$ cat config.mk
export PLATFORM = sky130hd
export DESIGN_NAME = flash_boot_arb
export DESIGN_NICKNAME = d
export VERILOG_FILES = /design/src/rtl/flash_boot_pkg.sv /design/src/rtl/flash_byte_seq.sv /design/src/rtl/flash_boot_arb.sv
export SDC_FILE = /design/constraint.sdc
export NUM_CORES = 1
export LEC_CHECK = 0
export ABC_AREA = 1
export CAP_MARGIN = 20
export CORE_UTILIZATION = 48
export CTS_CLUSTER_SIZE = 16
export DETAILED_ROUTE_END_ITERATION = 7
export PLACE_DENSITY = 0.84
export SYNTH_ARGS = -nofsm -noshare
export SYNTH_HDL_FRONTEND = slang
export SYNTH_SLANG_ARGS = --single-unit
$ cat constraint.sdc
create_clock -name clk -period 3.5 [get_ports clk]
set_input_delay 0.35 -clock clk [delete_from_list [all_inputs] [get_ports clk]]
set_output_delay 0.35 -clock clk [all_outputs]
set_load 0.02 [all_outputs]
$ cat src/rtl/flash_boot_pkg.sv
// Shared types and helpers for the boot flash arbiter and its byte sequencer.
package flash_boot_pkg;

    typedef enum logic [1:0] {
        IDLE,
        READ,
        ACK
    } state_t;

    localparam logic [31:0] NOP_WORD = 32'h15000000;

    // Byte 0 lands in the most significant lane, so words assemble big-endian.
    function automatic logic [31:0] insert_byte(
        input logic [31:0] word,
        input logic [1:0]  idx,
        input logic [7:0]  data
    );
        logic [31:0] result;
        result = word;
        case (idx)
            2'd0:    result[31:24] = data;
            2'd1:    result[23:16] = data;
            2'd2:    result[15:8]  = data;
            default: result[7:0]   = data;
        endcase
        return result;
    endfunction

endpackage

$ cat src/rtl/flash_byte_seq.sv
// Phase/byte counters for one four-byte flash read: ROM clock, byte index,
// per-byte sample strobe and a done strobe on the last phase of byte 3.
module flash_byte_seq import flash_boot_pkg::*; #(
    parameter int BYTE_CYCLES = 4
) (
    input  logic       clk,
    input  logic       rst,
    input  logic       start,
    output logic       flash_clk,
    output logic [1:0] byte_idx,
    output logic       sample,
    output logic       done
);

    localparam int PW = $clog2(BYTE_CYCLES);
    localparam logic [PW-1:0] LAST_PHASE = PW'(BYTE_CYCLES - 1);
    localparam logic [PW-1:0] CLK_ON     = PW'(BYTE_CYCLES / 4);
    localparam logic [PW-1:0] CLK_OFF    = PW'((3 * BYTE_CYCLES) / 4);

    if (BYTE_CYCLES != 4 && BYTE_CYCLES != 8) begin : g_bad_byte_cycles
        $error("flash_byte_seq: BYTE_CYCLES must be 4 or 8");
    end

    logic [PW-1:0] phase;
    logic [PW-1:0] phase_next;
    logic [1:0]    byte_next;
    logic          busy;
    logic          busy_next;

    assign sample = busy && (phase == LAST_PHASE);
    assign done   = sample && (byte_idx == 2'd3);

    always_comb begin
        phase_next = phase;
        byte_next  = byte_idx;
        busy_next  = busy;
        if (start) begin
            phase_next = '0;
            byte_next  = 2'd0;
            busy_next  = 1'b1;
        end else if (busy) begin
            if (sample) begin
                phase_next = '0;
                if (byte_idx == 2'd3) begin
                    byte_next = 2'd0;
                    busy_next = 1'b0;
                end else begin
                    byte_next = byte_idx + 2'd1;
                end
            end else begin
                phase_next = phase + PW'(1);
            end
        end
    end

    // The ROM clock is registered from the next phase so it lines up with the
    // phase counter; the address only moves at phase 0 where it is always low.
    always_ff @(posedge clk or posedge rst) begin
        if (rst) begin
            phase     <= '0;
            byte_idx  <= 2'd0;
            busy      <= 1'b0;
            flash_clk <= 1'b0;
        end else begin
            phase     <= phase_next;
            byte_idx  <= byte_next;
            busy      <= busy_next;
            flash_clk <= busy_next && (phase_next >= CLK_ON) && (phase_next < CLK_OFF);
        end
    end

endmodule

$ cat src/rtl/flash_boot_arb.sv
// Two-port Wishbone arbiter for the byte-wide boot flash: round-robin grant,
// one-word hit buffer, and big-endian reassembly of four byte reads.
module flash_boot_arb import flash_boot_pkg::*; #(
    parameter int          AW          = 5,
    parameter logic [31:0] NOP         = NOP_WORD,
    parameter int          BYTE_CYCLES = 4
) (
    input  logic          clk,
    input  logic          rst,
    input  logic [AW-1:0] m0_adr_i,
    input  logic          m0_cyc_i,
    input  logic          m0_stb_i,
    output logic [31:0]   m0_dat_o,
    output logic          m0_ack_o,
    input  logic [AW-1:0] m1_adr_i,
    input  logic          m1_cyc_i,
    input  logic          m1_stb_i,
    output logic [31:0]   m1_dat_o,
    output logic          m1_ack_o,
    output logic [AW+1:0] flash_addr_o,
    output logic          flash_clk_o,
    input  logic [7:0]    flash_dout_i
);

    state_t        state;
    logic          last_grant;
    logic          grant;
    logic [AW-1:0] adr_q;
    logic [AW-1:0] tag;
    logic          valid;
    logic [31:0]   dat;

    logic          req0;
    logic          req1;
    logic          any_req;
    logic          win;
    logic [AW-1:0] win_adr;
    logic          hit;
    logic          start_read;

    logic [1:0]    byte_idx;
    logic          sample;
    logic          done;

    // A tie goes to the port that did not win last time; the hit check uses
    // the winner's address so a hit never needs the flash.
    always_comb begin
        req0       = m0_cyc_i & m0_stb_i & ~m0_ack_o;
        req1       = m1_cyc_i & m1_stb_i & ~m1_ack_o;
        any_req    = req0 | req1;
        win        = (req0 & req1) ? ~last_grant : req1;
        win_adr    = win ? m1_adr_i : m0_adr_i;
        hit        = valid && (tag == win_adr);
        start_read = (state == IDLE) && any_req && !hit;
    end

    assign m0_dat_o     = dat;
    assign m1_dat_o     = dat;
    assign flash_addr_o = {adr_q, byte_idx};

    flash_byte_seq #(
        .BYTE_CYCLES(BYTE_CYCLES)
    ) u_seq (
        .clk      (clk),
        .rst      (rst),
        .start    (start_read),
        .flash_clk(flash_clk_o),
        .byte_idx (byte_idx),
        .sample   (sample),
        .done     (done)
    );

    // A master that drops its cycle mid-read still lets the read complete and
    // fill the buffer; it just gets no ack.
    always_ff @(posedge clk or posedge rst) begin
        if (rst) begin
            state      <= IDLE;
            last_grant <= 1'b1;
            grant      <= 1'b0;
            adr_q      <= '0;
            tag        <= '0;
            valid      <= 1'b0;
            dat        <= NOP;
            m0_ack_o   <= 1'b0;
            m1_ack_o   <= 1'b0;
        end else begin
            m0_ack_o <= 1'b0;
            m1_ack_o <= 1'b0;
            case (state)
                IDLE: begin
                    if (any_req) begin
                        grant      <= win;
                        last_grant <= win;
                        if (hit) begin
                            state    <= ACK;
                            m0_ack_o <= ~win;
                            m1_ack_o <= win;
                        end else begin
                            state <= READ;
                            adr_q <= win_adr;
                            valid <= 1'b0;
                        end
                    end
                end
                READ: begin
                    if (sample) begin
                        dat <= insert_byte(dat, byte_idx, flash_dout_i);
                    end
                    if (done) begin
                        valid    <= 1'b1;
                        tag      <= adr_q;
                        state    <= ACK;
                        m0_ack_o <= ~grant & m0_cyc_i & m0_stb_i;
                        m1_ack_o <= grant & m1_cyc_i & m1_stb_i;
                    end
                end
                ACK: begin
                    state <= IDLE;
                end
                default: begin
                    state <= IDLE;
                end
            endcase
        end
    end

endmodule
==> metrics.log <==
[metrics] CTS tree: done
[metrics] Mapped Cells: roughly 310
[metrics] # hold bufs at CTS: 0
[metrics] Setup TNS Final: 0 ps
[metrics] largest cells by area after synthesis: sky130_fd_sc_hd__dfrtp_1 47%, sky130_fd_sc_hd__nand2_1 11%, sky130_fd_sc_hd__buf_4 8.9%, sky130_fd_sc_hd__o21ai_0 8.5%, sky130_fd_sc_hd__inv_1 4.7%
[metrics] most instantiated flip-flop cell in the synthesis netlist: sky130_fd_sc_hd__dfrtp_1
[metrics] clock latency reported for the late side of the worst-skew pair: 310 ps
[metrics] post-synth net total: 340
[metrics] number of max-slew violations in the final report: 0
[metrics] horizontal extent of the die: 77.12 µm
[metrics] share of the synthesized area in the top cell type: 47.11%
[metrics] number of clock sinks: 55
[metrics] power share of the clock group: a little over a tenth
[metrics] HPWL after DPL: 4740 µm
[metrics] endpoint required time on the critical path: roughly 3700 ps
[metrics] largest net degree at the start of global routing: 39
[metrics] Syn Area/Cell: slightly below 9 µm²
[metrics] Static Leak: 1.719 nW
[metrics] initial antenna violation count: 0
[metrics] fraction of layout instances using a drive strength above 1: under 10%
[metrics] CP Capture Type: flop
[metrics] DR vias/cell: roughly 5.0
[metrics] tightest slew margin relative to the limit: about half
[metrics] kind of start point of the critical path: input pin
[metrics] final layout net count: 405
[metrics] internal power component: around 2.0 mW
[metrics] DRC viols: 0
[metrics] top-level I/O count: 98
[metrics] placed cell count: between 400 and 500
[metrics] Syn Std Cell Area: 2709 µm²
[metrics] total of fill cells in the finished design: ~440
[metrics] post-detailed-placement cell area: about 3500 µm²
[metrics] cell accounting for the most synthesized area: sky130_fd_sc_hd__dfrtp_1
[metrics] Total Die Area: just under 6000 µm²
[metrics] gpl congestion: slightly below 0.9
[metrics] switching part of the total power: a little over two fifths
[metrics] die extent in y: about 77 µm
[metrics] register area share after synthesis: just over 50%
[metrics] Register-to-Register Setup Slack: 1250 ps
[metrics] power density of the placed cells: between 900 and 1000 nW/µm²
[metrics] number of synthesized flops with an enable pin: 0
[metrics] DRT antenna net count: 0
[metrics] Finish-stage setup viols: 0
[metrics] Floorplan Core Area: 5270 µm²
[metrics] number of H-tree levels: 2
[metrics] post-route clock skew: 10.66 ps
[metrics] Synth async-reset ratio: 100.0%
[metrics] maximum vdd ir drop: 447.5 µV
[metrics] register share of total power: 34.2%
[metrics] CP max FO: 15
[metrics] actual transition at the worst max-transition pin: 771.3 ps
[metrics] Cell variety after synth: 27
[metrics] wire length of the first global-routing pass: between 10000 and 15000 µm
[metrics] unrepaired setup endpoints after global routing: false
[metrics] post-cts repair resize count: 0
[metrics] number of global-route vias before repair: 2159
[metrics] top-count cell post-synth: sky130_fd_sc_hd__nand2_1
[metrics] post-layout util: roughly 68%
[metrics] total wirelength of the detailed-routed design: ~6200 µm
[metrics] endpoints failing hold: 0
[metrics] number of placement rows: 26
[metrics] finished layout cell area: roughly 3600 µm²
[metrics] critical path data arrival time: 2460 ps
[metrics] average wire per cell in the routed design: around 14 µm
[metrics] final period utilization: 64.52%
[metrics] cell at the root of the clock tree: sky130_fd_sc_hd__clkbuf_8
[metrics] ranking of synthesized cells by instance count: 77 x sky130_fd_sc_hd__nand2_1, 51 x sky130_fd_sc_hd__dfrtp_1, 46 x sky130_fd_sc_hd__o21ai_0
[metrics] gr ovfl total: 0
[metrics] ant diodes: 0
[metrics] worst slack at placement: between 900 and 1000 ps
[metrics] number of non-filler instances in the completed layout: 447
[metrics] outcome: complete, no violations
[metrics] setup repair bufs after CTS: 0
[metrics] HP Class: reg -> reg
[metrics] length of the first detailed-routing pass in iterations: 4
[metrics] count of vias placed by the detailed router: roughly 2200
[metrics] effective utilization at floorplan: about half
[metrics] DRT iter0 DRCs: 124
[metrics] number of violations of the max-capacitance limit: 0
[metrics] post-synthesis sequential element count: 55
[metrics] minimum clock period: between 2000 and 2500 ps
[metrics] Gate power share: a little under three fifths
[metrics] All-Layer GR Usage: 22.06%
[metrics] clock buffers created by TritonCTS: 5
[metrics] port buffer count: just under 100
[metrics] clock input transition at the sequential cells of the worst setup and hold paths: 100 ps
[metrics] worst path setup slack after routing: around 1200 ps
[metrics] maximum count of clock buffers along a single path: 2
[metrics] highest clock frequency the design can meet: about 0.44 GHz
[metrics] Psw: 1.474 mW
[metrics] warning count from the yosys run: 0
[metrics] CP Class: in -> reg
[metrics] signed area change from the synthesized netlist to the final layout: 31.78%
[final cells by class]
| type | count | area [µm²] | area share [%] |
|---|---|---|---|
| flip-flops and latches | 55 | 1381 | 38.70 |
| repair buffers | 98 | 978.4 | 27.41 |
| multi-input cells | 181 | 899.6 | 25.20 |
| inverters | 35 | 131.4 | 3.680 |
| well taps | 70 | 87.58 | 2.454 |
| clock buffers | 5 | 68.82 | 1.928 |
| clock inverters | 3 | 22.52 | 0.6309 |
[logic make-up after synthesis]
| family | Yosys count | share of synthesized area [%] |
|---|---|---|
| buf+inv | 75 | 15.80 |
| compound gates | 54 | 10.62 |
| simple gates | 122 | 20.28 |
| fa+ha+maj | 5 | 2.309 |
| flops | 55 | 50.99 |
[placed cells by master, fill, tap and decap left out, types with 2 or more instances in the layout]
| master | count |
|---|---|
| sky130_fd_sc_hd__o21ai_1 | 2 |
| sky130_fd_sc_hd__nor2_1 | 14 |
| sky130_fd_sc_hd__inv_2 | 2 |
| sky130_fd_sc_hd__ha_1 | 5 |
| sky130_fd_sc_hd__nand3_1 | 15 |
| sky130_fd_sc_hd__nand2_1 | 77 |
| sky130_fd_sc_hd__clkdlybuf4s50_1 | 97 |
| sky130_fd_sc_hd__dfrtp_1 | 51 |
| sky130_fd_sc_hd__nand3_2 | 4 |
| sky130_fd_sc_hd__o21ai_2 | 2 |
| sky130_fd_sc_hd__clkbuf_8 | 5 |
| sky130_fd_sc_hd__inv_1 | 33 |
| sky130_fd_sc_hd__o21ai_0 | 46 |
| sky130_fd_sc_hd__dfstp_2 | 4 |
| sky130_fd_sc_hd__nand2_2 | 6 |
[metrics by stage]
step,power [mW],hold slack [ps]
after detailed placement,3.115,457.6
final,3.451,475.8
after CTS,3.480,475.3
after floorplan,2.391,429.9
after global placement,3.055,448.3
after global routing,3.683,491.1
[metal layers]
metal / share of wire [%] / GRT usage [%] / up-vias
met3: 6.3 / 4.405 / 6
met1: 42 / 27.70 / 1045
met4: 1.0 / 5.094 / 0
li1: - / - / 1087
met2: 51 / 38.85 / 104
met5: 0 / 0 / -
[state kept, by name (all words and copies together), names as in the netlist]
signal and flops:
u_seq.flash_clk 1, m0_ack_o 1, valid 1, state 2, tag 5, m0_dat_o 32
u_seq.byte_idx 2, m1_ack_o 1, grant 1, adr_q 5, u_seq.phase 2, u_seq.busy 1
last_grant 1
[worst paths after layout]
| check | from | end | depth (start not counted) |
|---|---|---|---|
| worst max-delay path | m0_stb_i | u_seq.flash_clk$_DFF_PP0_ | 12 |
| worst min-delay path | state[1]$_DFFE_PP0P_ | state[1]$_DFFE_PP0P_ | 1 |
| worst max register to register | last_grant$_DFFE_PP1P_ | u_seq.flash_clk$_DFF_PP0_ | 11 |
| worst min register to register | state[1]$_DFFE_PP0P_ | state[1]$_DFFE_PP0P_ | 1 |
| max in group asynchronous | rst | adr_q[4]$_DFFE_PP0P_ | 3 |
| min in group asynchronous | rst | m0_dat_o[23]$_DFFE_PP0P_ | 2 |
[power by group through the flow]
stage	Sequential, mW	Clock, mW	Combinational, mW
after floorplan	1.42	0	0.973
after global placement	1.18	0	1.88
after CTS	1.18	0.368	1.93
final	1.18	0.358	1.91
after global routing	1.22	0.392	2.07
after detailed placement	1.19	0	1.93
[critical path: stages]
cell,delay [ps]
sky130_fd_sc_hd__clkdlybuf4s50_1,520
sky130_fd_sc_hd__nand4_2,320
sky130_fd_sc_hd__nand2_2,270
sky130_fd_sc_hd__nand2_1,110
sky130_fd_sc_hd__nand3_1,90
sky130_fd_sc_hd__nand2_1,80
sky130_fd_sc_hd__nor2_2,110
sky130_fd_sc_hd__nand3_2,150
sky130_fd_sc_hd__nand2_4,210
sky130_fd_sc_hd__nand2_1,100
sky130_fd_sc_hd__nor2_1,90
sky130_fd_sc_hd__nor2_1,50
Power figures use the tool's default switching activity.
